==> config.mk <==
export PLATFORM = sky130hd
export DESIGN_NAME = video_multi_block_display
export DESIGN_NICKNAME = d
export VERILOG_FILES = /design/src/rtl/video_display_pkg.sv /design/src/rtl/video_block_mover.sv /design/src/rtl/video_multi_block_display.sv
export SDC_FILE = /design/constraint.sdc
export NUM_CORES = 1
export LEC_CHECK = 0
export ABC_AREA = 1
export ABC_CLOCK_PERIOD_IN_PS = 3800
export CORE_UTILIZATION = 40
export DETAILED_ROUTE_END_ITERATION = 12
export MAX_ROUTING_LAYER = met4
export SLEW_MARGIN = 5
export SYNTH_ARGS = -nofsm -noshare
export SYNTH_HDL_FRONTEND = slang
export SYNTH_SLANG_ARGS = --single-unit
==> constraint.sdc <==
create_clock -name pixel_clk -period 3.8 [get_ports pixel_clk]
set_input_delay 0.76 -clock pixel_clk [delete_from_list [all_inputs] [get_ports pixel_clk]]
set_output_delay 0.76 -clock pixel_clk [all_outputs]
set_load 0.02 [all_outputs]
==> src/rtl/video_display_pkg.sv <==
// Shared colour constants, block palette and block start-position helpers
// for the multi-block bouncing display.
package video_display_pkg;

  typedef logic [23:0] rgb888_t;

  localparam rgb888_t BLUE  = 24'h0000FF;
  localparam rgb888_t BLACK = 24'h000000;
  localparam rgb888_t WHITE = 24'hFFFFFF;

  // GREEN, RED, YELLOW, CYAN, MAGENTA, ORANGE, WHITE, GREY
  localparam rgb888_t PALETTE [0:7] = '{
    24'h00FF00, 24'hFF0000, 24'hFFFF00, 24'h00FFFF,
    24'hFF00FF, 24'hFFA500, WHITE,      24'h808080
  };

  function automatic logic [11:0] init_x(input int idx, input int side_w, input int block_w);
    return 12'(side_w + 2 * idx * block_w);
  endfunction

  function automatic logic [11:0] init_y(input int idx, input int side_w, input int block_w);
    return 12'(side_w + idx * block_w);
  endfunction

endpackage

==> src/rtl/video_block_mover.sv <==
// One bouncing block: position, direction, hit test and bounce detection.
// Optional post-bounce colour flash when VIDEO_BLOCK_FLASH_EN is defined.
module video_block_mover
  import video_display_pkg::*;
#(
  parameter int H_DISP  = 1280,
  parameter int V_DISP  = 720,
  parameter int SIDE_W  = 40,
  parameter int BLOCK_W = 40,
  parameter int STEP    = 1,
  parameter int IDX     = 0
) (
  input  logic        i_clk,
  input  logic        i_rst_n,
  input  logic        i_apply,
  input  logic        i_frame_sync,
  input  logic [10:0] i_xpos,
  input  logic [10:0] i_ypos,
  output logic        o_hit,
  output logic        o_bounced,
  output logic        o_flash
);

  localparam logic [11:0] LO   = 12'(SIDE_W);
  localparam logic [11:0] HI_X = 12'(H_DISP - SIDE_W - BLOCK_W);
  localparam logic [11:0] HI_Y = 12'(V_DISP - SIDE_W - BLOCK_W);
  localparam logic [11:0] STP  = 12'(STEP);
  localparam logic [11:0] BW   = 12'(BLOCK_W);

  logic [11:0] r_x;
  logic [11:0] r_y;
  logic        r_hdir;
  logic        r_vdir;

  logic [11:0] w_nx;
  logic [11:0] w_ny;
  logic        w_hb;
  logic        w_vb;
  logic [11:0] w_xe;
  logic [11:0] w_ye;

  // Bounds are tested before stepping so the low side never underflows.
  always_comb begin
    w_nx = r_x;
    w_hb = 1'b0;
    if (r_hdir) begin
      if (r_x + STP >= HI_X) begin
        w_nx = HI_X;
        w_hb = 1'b1;
      end else begin
        w_nx = r_x + STP;
      end
    end else begin
      if (r_x <= LO + STP) begin
        w_nx = LO;
        w_hb = 1'b1;
      end else begin
        w_nx = r_x - STP;
      end
    end

    w_ny = r_y;
    w_vb = 1'b0;
    if (r_vdir) begin
      if (r_y + STP >= HI_Y) begin
        w_ny = HI_Y;
        w_vb = 1'b1;
      end else begin
        w_ny = r_y + STP;
      end
    end else begin
      if (r_y <= LO + STP) begin
        w_ny = LO;
        w_vb = 1'b1;
      end else begin
        w_ny = r_y - STP;
      end
    end
  end

  always_ff @(posedge i_clk or negedge i_rst_n) begin
    if (!i_rst_n) begin
      r_x    <= init_x(IDX, SIDE_W, BLOCK_W);
      r_y    <= init_y(IDX, SIDE_W, BLOCK_W);
      r_hdir <= (IDX % 2 == 0);
      r_vdir <= 1'b1;
    end else if (i_apply) begin
      r_x    <= w_nx;
      r_y    <= w_ny;
      r_hdir <= r_hdir ^ w_hb;
      r_vdir <= r_vdir ^ w_vb;
    end
  end

  assign o_bounced = i_apply & (w_hb | w_vb);

  assign w_xe  = {1'b0, i_xpos};
  assign w_ye  = {1'b0, i_ypos};
  assign o_hit = (w_xe >= r_x) && (w_xe < r_x + BW) &&
                 (w_ye >= r_y) && (w_ye < r_y + BW);

`ifdef VIDEO_BLOCK_FLASH_EN
  logic [2:0] r_flash;

  // Counts frames, not moves, so it keeps running while motion is paused.
  always_ff @(posedge i_clk or negedge i_rst_n) begin
    if (!i_rst_n) begin
      r_flash <= 3'd0;
    end else if (o_bounced) begin
      r_flash <= 3'd7;
    end else if (i_frame_sync && (r_flash != 3'd0)) begin
      r_flash <= r_flash - 3'd1;
    end
  end

  assign o_flash = (r_flash != 3'd0);
`else
  logic w_unused_fs;
  assign w_unused_fs = i_frame_sync;
  assign o_flash     = 1'b0;
`endif

endmodule

==> src/rtl/video_multi_block_display.sv <==
// Border plus N_BLK bouncing blocks, moves applied only on frame_sync.
// Define VIDEO_BLOCK_FLASH_EN to invert a block's colour for 7 frames after it bounces.
module video_multi_block_display
  import video_display_pkg::*;
#(
  parameter int H_DISP   = 1280,
  parameter int V_DISP   = 720,
  parameter int SIDE_W   = 40,
  parameter int BLOCK_W  = 40,
  parameter int N_BLK    = 4,
  parameter int STEP     = 1,
  parameter int MOVE_DIV = 742500
) (
  input  logic        pixel_clk,
  input  logic        sys_rst_n,
  input  logic [10:0] pixel_xpos,
  input  logic [10:0] pixel_ypos,
  input  logic        frame_sync,
  input  logic        pause,
  output logic [23:0] pixel_data,
  output logic [15:0] bounce_cnt
);

  localparam int HI_X  = H_DISP - SIDE_W - BLOCK_W;
  localparam int HI_Y  = V_DISP - SIDE_W - BLOCK_W;
  localparam int DIV_W = $clog2(MOVE_DIV);

  if (N_BLK < 1 || N_BLK > 8) begin : g_bad_nblk
    $error("N_BLK must be in 1..8");
  end
  if (SIDE_W + 2 * (N_BLK - 1) * BLOCK_W > HI_X) begin : g_bad_x
    $error("block start positions exceed HI_X");
  end
  if (SIDE_W + (N_BLK - 1) * BLOCK_W > HI_Y) begin : g_bad_y
    $error("block start positions exceed HI_Y");
  end
  if (MOVE_DIV < 2) begin : g_bad_div
    $error("MOVE_DIV must be at least 2");
  end

  logic [DIV_W-1:0] r_div_cnt;
  logic             r_pending;
  logic [15:0]      r_bounce_cnt;
  rgb888_t          r_pixel;

  logic             w_tick;
  logic             w_apply;
  logic [16:0]      w_bounce_sum;
  logic [N_BLK-1:0] w_bounced;
  logic             w_border;
  logic [11:0]      w_x;
  logic [11:0]      w_y;
  rgb888_t          w_chain [0:N_BLK];

  assign w_tick = (r_div_cnt == DIV_W'(MOVE_DIV - 1));
  // A tick coinciding with frame_sync counts as pending in that same cycle.
  assign w_apply = frame_sync & ~pause & (r_pending | w_tick);

  assign w_bounce_sum = {1'b0, r_bounce_cnt} + 17'($countones(w_bounced));

  always_ff @(posedge pixel_clk or negedge sys_rst_n) begin
    if (!sys_rst_n) begin
      r_div_cnt    <= '0;
      r_pending    <= 1'b0;
      r_bounce_cnt <= 16'd0;
    end else begin
      if (!pause) begin
        r_div_cnt <= w_tick ? '0 : r_div_cnt + DIV_W'(1);
      end
      if (w_apply) begin
        r_pending <= 1'b0;
      end else if (w_tick && !pause) begin
        r_pending <= 1'b1;
      end
      if (w_apply) begin
        r_bounce_cnt <= w_bounce_sum[16] ? 16'hFFFF : w_bounce_sum[15:0];
      end
    end
  end

  // Colour chain: the lowest-index hitting block wins.
  assign w_chain[N_BLK] = BLACK;

  for (genvar i = 0; i < N_BLK; i++) begin : g_blk
    logic w_hit;
    logic w_flash;

    video_block_mover #(
      .H_DISP  (H_DISP),
      .V_DISP  (V_DISP),
      .SIDE_W  (SIDE_W),
      .BLOCK_W (BLOCK_W),
      .STEP    (STEP),
      .IDX     (i)
    ) u_mover (
      .i_clk        (pixel_clk),
      .i_rst_n      (sys_rst_n),
      .i_apply      (w_apply),
      .i_frame_sync (frame_sync),
      .i_xpos       (pixel_xpos),
      .i_ypos       (pixel_ypos),
      .o_hit        (w_hit),
      .o_bounced    (w_bounced[i]),
      .o_flash      (w_flash)
    );

    assign w_chain[i] = w_hit ? (w_flash ? ~PALETTE[i] : PALETTE[i]) : w_chain[i+1];
  end

  assign w_x      = {1'b0, pixel_xpos};
  assign w_y      = {1'b0, pixel_ypos};
  assign w_border = (w_x < 12'(SIDE_W)) || (w_x >= 12'(H_DISP - SIDE_W)) ||
                    (w_y < 12'(SIDE_W)) || (w_y >= 12'(V_DISP - SIDE_W));

  always_ff @(posedge pixel_clk or negedge sys_rst_n) begin
    if (!sys_rst_n) begin
      r_pixel <= BLACK;
    end else begin
      r_pixel <= w_border ? BLUE : w_chain[0];
    end
  end

  assign pixel_data = r_pixel;
  assign bounce_cnt = r_bounce_cnt;

endmodule
* Word-level counts from Yosys, hierarchy flattened
Cells that the tools add are included.
Cells by class: add/sub/neg operators 29, $lt $le $gt $ge 36, eq/ne operators 1, muxes and demuxes 57, bitwise gates (word level) 20, reduce and logical (&&, ||, !) cells 18
Operator list (number):
- two-way mux 12 bit | 24
- adder 12 x 1 -> 12 bit (second input constant) | 8
- adder 12 x 6 -> 12 bit (second input constant) | 8
- greater-or-equal comparator 11 x 12 -> 1 bit | 8
- less-or-equal comparator 12 x 6 -> 1 bit (second input constant) | 8
- less-than comparator 11 x 12 -> 1 bit | 8
- two-way mux 24 bit | 4
- subtractor 12 x 1 -> 12 bit (second input constant) | 8
- greater-or-equal comparator 12 x 10 -> 1 bit (second input constant) | 4
- greater-or-equal comparator 12 x 11 -> 1 bit (second input constant) | 4
- two-way mux 16 bit | 2
- two-way mux 1 bit | 26
- less-than comparator 11 x 6 -> 1 bit (second input constant) | 2
- adder 20 x 1 -> 20 bit (second input constant) | 1
- == test 20 bit (second input constant) | 1
- two-way mux 20 bit | 1
- adder 16 x 3 -> 17 bit | 1
- logical AND 1 bit | 13
- greater-or-equal comparator 11 x 10 -> 1 bit (second input constant) | 1
- greater-or-equal comparator 11 bit (second input constant) | 1
- XOR 1 bit | 8
- bitwise AND 1 bit | 6
- bitwise OR 1 bit | 5
- adder 1 x 1 -> 2 bit | 2
- 5 further kinds | 7
Storage, ports and cells: register bits after elaboration 165, input port bits 26, output and inout port bits 40, word-level logic and storage cells 181

* Logic depth before layout (Yosys ltp)
Gate-level depths: netlist (run 1).
depth in word-level cells 10, mapped depth 25, mapped depth without buffers 25

* Hierarchy
From an unflattened synthesis (run 1), not the netlist that was laid out.
Second synthesis, totals: cell total of the unflattened synthesis 2627, area, all modules 17441.7 um^2
By module, submodules not included:
- video_block_mover (g_blk[0].u_mover ...) | times used 2, cells an instance 556, area each 3649.8 um^2, sequential area each 658.1 um^2
- video_block_mover (g_blk[2].u_mover) | times used 1, cells an instance 556, area each 3653.5 um^2, sequential area each 661.9 um^2
- video_block_mover (g_blk[1].u_mover) | times used 1, cells an instance 556, area each 3651.0 um^2, sequential area each 659.4 um^2
- video_multi_block_display | times used 1, cells an instance 403, area each 2837.7 um^2, sequential area each 1001.0 um^2

* Least setup slack after synthesis (run 1)
No wires, ideal clock.
path kind input -> register, from input pause, to register r_bounce_cnt[14], in the netlist bounce_cnt[14], library setup time 130 ps, arrival 3800 ps, data required time 3670 ps, setup slack -131 ps, stages on the path 21, buffers on the path 4, cell sequence clkbuf_1 > inv_1 > nand2_1 > inv_1 > nand2_1 > inv_2 > buf_6 > buf_6 > buf_4 > nand2_1 > fa_1 > inv_1 > fa_1 > fa_1 > nand3_1 > nor3_1 > inv_1 > nor4_1 > xor2_1 > o21ai_0 > o21ai_0
On the way: cells in the longest elaborated chain, start to end 8, elaborated cells on any way between the ends 12, those cells by class 4 x add/sub; 1 x mux; 7 x bitwise
Ends and longest elaborated chain:
- from (decl) | line video_multi_block_display.sv:19 | input logic pause,
- NOT 1 bit (*) | line video_multi_block_display.sv:57 | assign w_apply = frame_sync & ~pause & (r_pending | w_tick);
- bitwise AND 1 bit (*) (2 in a row) | line video_multi_block_display.sv:57
- bitwise AND 1 bit | line video_block_mover.sv:95 | assign o_bounced = i_apply & (w_hb | w_vb);
- adder 1 x 1 -> 2 bit (implied by the code) | line video_multi_block_display.sv:59 | assign w_bounce_sum = {1'b0, r_bounce_cnt} + 17'($countones(w_bounced));
- adder 2 x 2 -> 3 bit (implied by the code) | line video_multi_block_display.sv:59
- adder 16 x 3 -> 17 bit | line video_multi_block_display.sv:59
- two-way mux 16 bit | line video_multi_block_display.sv:76 | r_bounce_cnt <= w_bounce_sum[16] ? 16'hFFFF : w_bounce_sum[15:0];
- to (signal assigned) | line video_multi_block_display.sv:76
- to (decl) | line video_multi_block_display.sv:43 | logic [15:0] r_bounce_cnt;
Every way passes the cells marked *; elsewhere a longest branch is shown, timed or not. A chain may end at the register's enable or synchronous reset.

* Worst setup path after layout (run 1)
from register g_blk[2].u_mover.r_y[1], to register r_bounce_cnt[14], in the netlist bounce_cnt[14]
On the way: cells in the longest elaborated chain, start to end 10, elaborated cells on any way between the ends 12, those cells by class 4 x add/sub; 2 x order compare; 4 x mux; 2 x bitwise
Ends and longest elaborated chain:
- from (decl) | line video_block_mover.sv:31 | logic [11:0] r_y;
- from (signal assigned) | line video_block_mover.sv:84 | r_y <= init_y(IDX, SIDE_W, BLOCK_W);
- from (signal assigned) | line video_block_mover.sv:89 | r_y <= w_ny;
- adder 12 x 1 -> 12 bit | line video_block_mover.sv:65 | if (r_y + STP >= HI_Y) begin
- greater-or-equal comparator 12 x 10 -> 1 bit | line video_block_mover.sv:65
- two-way mux 1 bit | line video_block_mover.sv:65
- two-way mux 1 bit (*) | line video_block_mover.sv:64 | if (r_vdir) begin
- bitwise OR 1 bit (*) | line video_block_mover.sv:95
- bitwise AND 1 bit (*) | line video_block_mover.sv:95
- adder 1 x 1 -> 2 bit (implied by the code) (*) | line video_multi_block_display.sv:59
- adder 2 x 2 -> 3 bit (implied by the code) (*) | line video_multi_block_display.sv:59
- adder 16 x 3 -> 17 bit (*) | line video_multi_block_display.sv:59
- two-way mux 16 bit (*) | line video_multi_block_display.sv:76
Marks and branches as above.

==> results.tsv, run 1 <==
stage	metric	value	unit
setup_path	worst-r2r-setup-slack	-70	ps
placement	pre_cts_ws	-294	ps
yosys	synth_seq_cells	144	
timing	slew_viol_final	0	
yosys	syn_nets	2615	
setup_path	startpoint	g_blk[2].u_mover.r_y[1]	
power_and_ir_drop	p_int	4.62	mW
timing	rsz0062_at_grt	true	
job	max_cap_violations	0	
global_route	antenna_found_initial	0	
finish	syn_to_final_growth	19.4	%
timing	hold_viol_final	0	
yosys	yosys_warnings	0	
route	drt-total-wl	47600	um
clock_tree	postCtsHoldBufs	0	
finish	postLayoutCellArea	0.0195	sq mm
status	violations	negative setup slack	
timing	holdWs	281	ps
placement	port_buffers	65	
timing	period_share	102	%
global_route	overflow	0	
yosys	synth_area	0.0163	sq mm
global_route	track_usage	24.2	%
floorplanning	core	0.0400	sq mm
worst_hold_path	hp-class	input pin to async pin	
timing	relSlewSlack	46.7	%
floorplanning	die_area	0.0417	sq mm
clock_tree	clk_path_buf_depth	2	
status	outcome	finished with violations	
floorplanning	rows	73	
floorplanning	die_w	204	um
route	vias_per_cell	5.19	
route	dr.pass1.iters	5	
power_and_ir_drop	seqPwrFrac	27.0	%
setup_path	crit_path_max_fanout	4	
setup_path	crit_arrival	4240	ps
timing	period_needed	3870	ps
yosys	synth_cell_types	57	
yosys	ys.flop_type	dfrtp_1	
setup_path	end_kind	register	
setup_path	startpoint_type	register	
yosys	synth_edf_count	0	
timing	fin_ws	-68.1	ps
clock_tree	clkSinkCount	144	
setup_path	reg2reg_from	g_blk[2].u_mover.r_y[1]	
clock_tree	cts_tree	built	
yosys	synth.avg_cell_area	6.83	sq um
power_and_ir_drop	power	8.48	mW
route	ant_nets	0	
global_route	grt_pass1_wl	78300	um
setup_path	worstPathRequired	4170	ps
clock_tree	cts_buffers	17	
route	vias	16220	
placement	dpl-instance-area	0.0185	sq mm
setup_path	criticalPathCategory	register to register	
clock_tree	clock_latency	490	ps
floorplanning	start_util	40.8	%
power_and_ir_drop	power.density	435	mW/mm^2
placement	gp_congestion	0.925	
finish	drive_gt1_share	14.9	%
placement	place_hpwl	36300	um
power_and_ir_drop	p_sw	3.85	mW
timing	setup_viol	1	
yosys	synthCells	2392	
timing	max_freq	0.259	GHz
finish	fillCellCount	4049	
yosys	ys_seq_area_share	22.3	%
power_and_ir_drop	pwr-share-comb	53.1	%
timing	clock_skew	15.2	ps
finish	fin_nets	2811	
global_route	grt_max_degree	74	
timing	worstMarginPinSlew	799	ps
power_and_ir_drop	p_sw_share	45.5	%
power_and_ir_drop	p_leak	9.71	nW
floorplanning	io_pins	66	
route	drt_iter0_drc	902	
power_and_ir_drop	clockPowerShare	19.9	%
clock_tree	clkSlewWorstSetupHoldPaths	70	ps
finish	antenna-diode-count	0	
yosys	synthArstFlopShare	100	%
floorplanning	dieHeight	204	um
setup_path	r2r_cells	24	
route	drc	0	
clock_tree	root_buffer	clkbuf_16	
route	wl_per_cell	15.2	um
clock_tree	h-tree-depth	4	
global_route	grt_pass1_vias	15745	
power_and_ir_drop	irDropWorstVdd	236	uV
[cells by family after synthesis]
logic type	after synthesis	share of synthesized area, %
flops	144	22.3
buf+inv	403	10.7
xor+xnor	172	9.31
simple gates	1137	30.9
fa+ha+maj	197	15.2
compound gates	339	11.5
[critical path, stage by stage (launching register included)]
cell	delay (ps)
dfrtp_1	390
inv_2	70
buf_4	150
nor3_4	220
nand2_2	110
nor2_4	140
buf_4	130
xor2_2	160
nand2_2	80
nand2_4	60
nand3_2	90
nand2_4	100
nand2_4	80
nand2_4	70
fa_1	420
inv_1	80
fa_2	210
fa_2	230
nand3_4	80
nor3_2	190
inv_2	90
nor4_2	250
xor2_1	110
o21ai_1	130
o21ai_1	90
[layer usage]
metal | vias to the layer above | routed length (um) | track usage (%) | share of wire [%]
met4 | 0 | 1270 | 9.94 | 2.7
li1 | 8232 | - | - | -
met1 | 7602 | 22100 | 30.0 | 46
met5 | - | 0 | - | 0
met2 | 317 | 22400 | 39.2 | 47
met3 | 69 | 1770 | 3.57 | 3.7
[Yosys cell counts (7+ instances only)]
cell      number  area, sq um
nand3b_1      13         97.6
nand3_1      171          856
inv_2          9         33.8
a21oi_2        9         78.8
o21ai_0      109          546
nand2_2       12         75.1
nor3_1        49          245
a31oi_1       14         87.6
a22oi_1       15          113
nand2_1      478         1790
o21ai_1        8         40.0
buf_6          7         78.8
clkbuf_1      11         41.3
nor4_1         9         56.3
nor2_1       288         1080
buf_2         42          210
nand4_1       77          482
clkinv_1       7         26.3
buf_4         35          263
xor2_1       165         1450
inv_1        287         1080
dfstp_2       28          736
ha_1         194         2430
a21oi_1      151          756
dfrtp_1      116         2900
[power by group through the flow]
stage / Sequential, mW / Clock [mW] / Combinational [mW]
2_1_floorplan: 2.15 / 0 / 3.03
3_3_place_gp: 2.29 / 0 / 4.27
3_5_place_dp: 2.30 / 0 / 4.37
4_1_cts: 2.28 / 1.74 / 4.43
5_1_grt: 2.35 / 1.79 / 5.10
6_report: 2.29 / 1.69 / 4.50
[flip-flops by register name, indices dropped and copies added, names as in the netlist]
signal	cells
bounce_cnt	16
pixel_data	3
r_pending	1
r_div_cnt	20
g_blk.u_mover.r_y	48
g_blk.u_mover.r_hdir	4
g_blk.u_mover.r_x	48
g_blk.u_mover.r_vdir	4
[area by class of cell]
cell class / instances / area [sq um] / area share, %
tap: 525 / 657 / 3.37
multi-input combinational: 1845 / 11300 / 57.7
inverter: 303 / 1140 / 5.84
timing repair buffer: 277 / 2250 / 11.6
sequential: 144 / 3640 / 18.6
clock buffer: 20 / 467 / 2.39
clock inverter: 11 / 95.1 / 0.487
[what timing repair did]
action	CTS	global route
endpoints found under the setup margin	16	16
hold endpoints to repair	0	0
resized for setup	25	58
pin swaps	19	26
setup buffers	7	16
[stage by stage]
step | utilization, % | setup TNS [ps] | cells
final | 48.8 | -68.1 | 3125
after global routing | 48.8 | -1250 | 3125
after CTS | 48.0 | -28.1 | 3109
after detailed placement | 46.2 | -3570 | 3071
after global placement | 46.2 | -2510 | 3071
after floorplan | - | 0 | 2392
[worst paths after layout]
path | endpoint
hold reg to reg | r_div_cnt[1]
setup reg to reg | bounce_cnt[14]
max in group asynchronous | g_blk[1].u_mover.r_x[3]
hold / removal | g_blk[1].u_mover.r_y[11]
setup / recovery | bounce_cnt[14]
min in group pixel_clk | r_div_cnt[1]
[cell usage in the layout, fill, tap and decap left out, types with 6 or more instances in the layout]
cell type and instances:
nand3b_1 13, inv_6 6, dfstp_2 28, nor4_1 7, buf_4 209, clkbuf_16 17, nand2_4 9, xor2_2 6
o21ai_0 92, xor2_1 160, clkinv_1 7, inv_1 282, nor2_2 8, ha_1 191, nand3_2 9, nor3_4 7
o21ai_1 23, a21o_1 6, nor2_1 282, clkdlybuf4s50_1 64, inv_2 13, a21oi_2 10, dfrtp_1 116, a22oi_1 15
nand3_1 163, nand4_1 77, nand2_2 21, nor3_1 46, nor2_4 7, a31oi_1 14, a21oi_1 150, nand2_1 462
Power figures use the tool's default switching activity.
==> run 2, diff against run 1 <==
--- a/config.mk
+++ b/config.mk
@@ -7,9 +7,10 @@
 export LEC_CHECK = 0
 export ABC_AREA = 1
 export ABC_CLOCK_PERIOD_IN_PS = 3800
-export CORE_UTILIZATION = 40
+export CORE_UTILIZATION = 55
 export DETAILED_ROUTE_END_ITERATION = 12
 export MAX_ROUTING_LAYER = met4
+export PLACE_DENSITY = 0.76
 export SLEW_MARGIN = 5
 export SYNTH_ARGS = -nofsm -noshare
 export SYNTH_HDL_FRONTEND = slang
==> run 2 against run 1 <==
  * The run still ends with negative setup slack left
  * Count of clock-buffer cells in the layout decreased by 2
  * Cell count decreased by 5.7%
  * Sequential power about the same
  * Die area decreased by 27%
  * Maximum frequency decreased by 2.3%
  * Total power increased by 0.15%
  * Sequential cell count unchanged
  * Non-clock buffer count decreased by 39
  * Critical endpoint is now bounce_cnt[10]
  * Highest routed layer unchanged
==> results.tsv, run 2 (synthesis gave the netlist of run 1 again) <==
stage	metric	value	unit
status	outcome	finished with violations	
status	violations	negative setup slack	
timing	tns	-1350	ps
setup_path	cpPeakStageDelay	550	ps
power_and_ir_drop	p_int	4.65	mW
route	vias_per_cell	5.60	
placement	gp_congestion	0.972	
route	wl_per_cell	15.5	um
timing	rsz0062_at_grt	true	
power_and_ir_drop	power.density	446	mW/mm^2
floorplanning	rows	62	
power_and_ir_drop	seqPwrFrac	27.2	%
floorplanning	core	0.0289	sq mm
timing	period_share	104	%
setup_path	cpMaxStageDelayCell	dfstp_2	
finish	fin_nets	2773	
route	drt-total-wl	45800	um
clock_tree	cts_tree	built	
global_route	overflow	0	
setup_path	startpoint_type	register	
finish	multiInputGateArea	0.0112	sq mm
route	drt_iter0_drc	1311	
timing	hold_viol_final	0	
setup_path	worst-r2r-setup-slack	-160	ps
setup_path	crit_arrival	4340	ps
finish	antenna-diode-count	0	
power_and_ir_drop	clockPowerShare	21.0	%
power_and_ir_drop	pwr-share-comb	51.9	%
power_and_ir_drop	p_sw_share	45.3	%
placement	pre_cts_ws	-241	ps
finish	layout_commonest_cell	nand2_1	
timing	relSlewSlack	42.9	%
clock_tree	postCtsHoldBufs	0	
setup_path	criticalPathCategory	register to register	
global_route	track_usage	31.4	%
setup_path	crit_top_cell	nand2_1	
setup_path	worstPathRequired	4180	ps
route	drc	0	
finish	reg_top3	g_blk.u_mover.r_x x48, g_blk.u_mover.r_y x48, r_div_cnt x20	
setup_path	crit_path_max_fanout	7	
finish	syn_to_final_growth	16.6	%
finish	final_cell_mix	nand2_1 (465), nor2_1 (281), inv_1 (280), ha_1 (192), buf_4 (171)	
job	max_cap_violations	0	
timing	setup_viol	15	
timing	holdWs	313	ps
power_and_ir_drop	power	8.49	mW
timing	period_needed	3960	ps
route	vias	16500	
finish	drive_gt1_share	13.4	%
power_and_ir_drop	p_leak	9.51	nW
finish	fin_cells	2947	
clock_tree	root_buffer	clkbuf_16	
timing	fin_ws	-160	ps
clock_tree	clkSinkCount	144	
power_and_ir_drop	p_sw	3.84	mW
timing	slew_viol_final	0	
global_route	antenna_found_initial	0	
setup_path	end_kind	register	
route	dr.pass1.iters	6	
floorplanning	dieHeight	174	um
placement	dp.cells	2900	
global_route	grt_max_degree	80	
floorplanning	start_util	56.5	%
timing	clock_skew	15.6	ps
placement	port_buffers	65	
finish	fillCellCount	2459	
clock_tree	cts_buffers	17	
clock_tree	clkSlewWorstSetupHoldPaths	70	ps
floorplanning	io_pins	66	
global_route	grt_pass1_wl	76100	um
global_route	grt_pass1_vias	15881	
route	ant_nets	0	
worst_hold_path	hp-class	input pin to async pin	
timing	worstMarginPinSlew	857	ps
timing	max_freq	0.253	GHz
placement	place_hpwl	33900	um
setup_path	critical-path-top-delay-family	simple AND/OR/NAND/NOR gates	
setup_path	path_cells	buf_4 -> nand2_2 -> nor3_4 -> nand2_1 -> xor2_1 -> nand2_1 -> nor2_1 -> nand2_1 -> nand2_2 -> nand2_2 -> nand2_2 -> nand2_1 -> nand2_1 -> fa_1 -> inv_2 -> fa_2 -> fa_2 -> nand3_4 -> nor3_4 -> inv_2 -> nor4_2 -> nand3_1 -> buf_6 -> nand3_1	
setup_path	path_buf_inv	4	
power_and_ir_drop	irDropWorstVdd	377	uV
clock_tree	h-tree-depth	4	
clock_tree	clk_path_buf_depth	2	
finish	area.sequential	0.00364	sq mm
clock_tree	clock_latency	460	ps
floorplanning	die_area	0.0304	sq mm
floorplanning	die_w	174	um
## run 2: cell count changes in the layout (fill, tap and decap cells not counted), sizes merged
| cell | previous run | this run |
|---|---|---|
| inv | 304 | 300 |
| buf | 213 | 174 |
| clkbuf | 20 | 18 |
| nor2 | 298 | 299 |
| clkinv | 8 | 13 |
| bufinv | 0 | 2 |
## run 2: final cells by class
cell class	instances	share of cell area [%]
Clock inverter	14	0.808
Clock buffer	18	2.31
Inverter	303	6.00
Multi-Input combinational cell	1846	58.9
Timing Repair Buffer	238	10.3
Sequential cell	144	19.1
Tap cell	384	2.52
## run 2: metrics by stage
step	instance area, sq um	utilization (%)
floorplan	16400	-
global placement	18100	62.5
detailed placement	18100	62.5
CTS	18900	65.2
global route	19000	65.8
finish	19000	65.8
## run 2: path summary, 6_finish.rpt
check | endpoint | cells past startpoint | startpoint
max in group asynchronous | g_blk[0].u_mover.r_vdir | 2 | sys_rst_n
min in group pixel_clk | r_div_cnt[13] | 1 | r_div_cnt[13]
hold / removal | g_blk[2].u_mover.r_y[0] | 1 | sys_rst_n
setup / recovery | bounce_cnt[10] | 24 | g_blk[0].u_mover.r_x[3]
hold reg to reg | r_div_cnt[13] | 1 | r_div_cnt[13]
setup reg to reg | bounce_cnt[10] | 24 | g_blk[0].u_mover.r_x[3]
## run 2: power by group through the flow
| stage | registers [mW] | clock network, mW | logic (mW) |
|---|---|---|---|
| after global routing | 2.36 | 1.85 | 4.94 |
| final | 2.31 | 1.78 | 4.40 |
| after floorplan | 2.15 | 0 | 3.03 |
| after detailed placement | 2.31 | 0 | 4.24 |
| after global placement | 2.30 | 0 | 4.09 |
| after CTS | 2.30 | 1.79 | 4.32 |
## run 2: timing repair
action	CTS	global route
gates resized for setup	23	41
buffers inserted	11	4
endpoints found under the setup margin	16	16
gates cloned	0	1
pin swaps	17	21
## run 2: layer usage
layer,vias up,track usage [%],wire length (um)
met5,-,-,0
met4,0,11.5,1300
met3,106,3.83,2620
met2,562,51.7,22000
met1,7675,39.4,19900
li1,8157,-,-
==> run 3, diff against run 2 <==
--- a/config.mk
+++ b/config.mk
@@ -6,11 +6,12 @@
 export NUM_CORES = 1
 export LEC_CHECK = 0
 export ABC_AREA = 1
-export ABC_CLOCK_PERIOD_IN_PS = 3800
+export ABC_CLOCK_PERIOD_IN_PS = 5000
 export CORE_UTILIZATION = 55
 export DETAILED_ROUTE_END_ITERATION = 12
+export HOLD_SLACK_MARGIN = 0.08
 export MAX_ROUTING_LAYER = met4
-export PLACE_DENSITY = 0.76
+export PLACE_DENSITY = 0.73
 export SLEW_MARGIN = 5
 export SYNTH_ARGS = -nofsm -noshare
 export SYNTH_HDL_FRONTEND = slang
==> constraint.sdc (replaced) <==
create_clock -name pixel_clk -period 5 [get_ports pixel_clk]
set_input_delay 1 -clock pixel_clk [delete_from_list [all_inputs] [get_ports pixel_clk]]
set_output_delay 1 -clock pixel_clk [all_outputs]
set_load 0.02 [all_outputs]
==> run 3 against run 2 <==
  * The run now ends clean
  * Total power decreased by 29%
  * Sequential share of layout area up 1.6 points
  * Wire length decreased by 8.3%
  * Clock skew down 5.8 ps
  * Critical endpoint is now bounce_cnt[14]
  * Maximum frequency is 11% lower
  * Largest power group unchanged
==> results.tsv, run 3 (synthesis gave the netlist of run 1 again) <==
stage	metric	value	unit
setup_path	worstPathRequired	5310	ps
setup_path	crit_arrival	4760	ps
power_and_ir_drop	pwr-share-comb	46.0	%
route	drc	0	
floorplanning	die_w	174	um
timing	period_share	89.0	%
clock_tree	clkSlewWorstSetupHoldPaths	70	ps
global_route	grt_max_degree	98	
clock_tree	h-tree-depth	4	
floorplanning	dieHeight	174	um
timing	fin_ws	551	ps
power_and_ir_drop	clockPowerShare	23.2	%
job	max_cap_violations	0	
power_and_ir_drop	power.density	346	mW/mm^2
placement	port_buffers	65	
global_route	overflow	0	
route	vias_per_cell	5.64	
finish	drive_gt1_share	5.47	%
timing	setup_viol	0	
finish	layout_commonest_cell	nand2_1	
setup_path	path_cells	ha_1 -> nand3_1 -> nor2_1 -> nand2_1 -> xor2_1 -> inv_1 -> nor2_1 -> nand3_1 -> nand2_2 -> nand2_1 -> nand2_1 -> nand2_1 -> nand2_1 -> fa_1 -> inv_1 -> fa_1 -> fa_1 -> nand3_1 -> nor3_1 -> inv_1 -> nor4_1 -> xor2_1 -> o21ai_0 -> o21ai_0	
finish	multiInputGateArea	0.0110	sq mm
finish	postLayoutCellArea	0.0175	sq mm
finish	fillCellCount	2660	
finish	finalCoreUtilization	60.6	%
placement	gp_congestion	0.942	
placement	dpl-instance-area	0.0169	sq mm
placement	pre_cts_ws	554	ps
finish	area.sequential	0.00364	sq mm
placement	dp.cells	2748	
power_and_ir_drop	p_int	3.28	mW
timing	rsz0062_at_grt	false	
power_and_ir_drop	seqPwrFrac	30.8	%
power_and_ir_drop	p_sw_share	46.0	%
status	outcome	complete, no violations	
floorplanning	core	0.0289	sq mm
clock_tree	clock_latency	450	ps
setup_path	cpMaxStageDelayCell	dfstp_2	
route	drt_iter0_drc	1307	
route	drt-total-wl	42000	um
global_route	antenna_found_initial	0	
route	wl_per_cell	15.1	um
floorplanning	die_area	0.0304	sq mm
setup_path	startpoint_type	register	
setup_path	crit_top_cell	nand2_1	
timing	worstMarginPinSlew	964	ps
clock_tree	postCtsHoldBufs	0	
placement	place_hpwl	31300	um
setup_path	cpPeakStageDelay	600	ps
floorplanning	io_pins	66	
setup_path	reg2reg_from	g_blk[2].u_mover.r_x[3]	
setup_path	startpoint	g_blk[2].u_mover.r_x[3]	
finish	fin_cells	2780	
timing	holdWs	521	ps
finish	final_cell_mix	nand2_1 (477), nor2_1 (288), inv_1 (287), ha_1 (194), nand3_1 (171)	
clock_tree	clk_path_buf_depth	2	
global_route	grt_pass1_wl	71500	um
timing	relSlewSlack	35.7	%
setup_path	criticalPathCategory	register to register	
global_route	grt_pass1_vias	14917	
global_route	track_usage	29.3	%
clock_tree	cts_buffers	17	
clock_tree	cts_tree	built	
power_and_ir_drop	p_leak	8.63	nW
timing	tns	0	ps
timing	max_freq	0.225	GHz
setup_path	crit_path_max_fanout	7	
route	vias	15667	
route	ant_nets	0	
timing	slew_viol_final	0	
finish	syn_to_final_growth	7.34	%
timing	period_needed	4450	ps
clock_tree	post_cts_buffers	0	
route	dr.pass1.iters	6	
finish	antenna-diode-count	0	
power_and_ir_drop	irDropWorstVdd	249	uV
worst_hold_path	hp-start	r_div_cnt[13]	
power_and_ir_drop	power	6.07	mW
setup_path	end_kind	register	
finish	reg_top3	g_blk.u_mover.r_x x48, g_blk.u_mover.r_y x48, r_div_cnt x20	
clock_tree	clkSinkCount	144	
floorplanning	rows	62	
finish	fin_nets	2606	
floorplanning	start_util	56.5	%
clock_tree	root_buffer	clkbuf_16	
power_and_ir_drop	p_sw	2.79	mW
timing	clock_skew	9.89	ps
clock_tree	post_cts_resized	0	
worst_hold_path	hp-class	register to register	
timing	hold_viol_final	0	
## run 3: worst paths after layout
path / cells past startpoint / slack (ps) / end
min reg2reg: 1 / 520 / r_div_cnt[13]
min: 1 / 520 / r_div_cnt[13]
max: 24 / 550 / bounce_cnt[14]
max in group asynchronous: 2 / 3360 / g_blk[0].u_mover.r_y[5]
max reg2reg: 24 / 550 / bounce_cnt[14]
min in group asynchronous: 1 / 640 / g_blk[1].u_mover.r_x[11]
## run 3: layout make-up
cell class,count,area share (%)
clock buffers,17,2.43
clock inverters,15,1.12
inverters,303,6.50
multi-input cells,1845,62.5
flip-flops and latches,144,20.7
well taps,384,2.74
repair buffers,72,4.02
## run 3: routing by layer
layer / global-route usage [%] / up-vias / part of all wire [%]
met5: - / - / 0
met4: 8.44 / 0 / 2.1
met3: 3.39 / 85 / 5.2
met2: 47.8 / 490 / 46
met1: 38.1 / 7270 / 46
li1: - / 7822 / -
## run 3: power groups by stage
stage | registers [mW] | logic (mW) | clock network (mW)
6_report | 1.87 | 2.79 | 1.41
5_1_grt | 1.92 | 3.22 | 1.47
4_1_cts | 1.86 | 2.78 | 1.43
3_5_place_dp | 1.88 | 2.76 | 0
3_3_place_gp | 1.87 | 2.68 | 0
2_1_floorplan | 1.64 | 2.30 | 0
## run 3: critical path, delay by kind of cell, from the launching register on
kind                       cells  cell delay (ps)
and+or+nand+nor               13             1320
AOI/OAI and AO/OA              2              230
xor gates and xnor gates       2              300
adders and majority gates      4             1640
DFF                            1              600
buffers and inverters          3              220
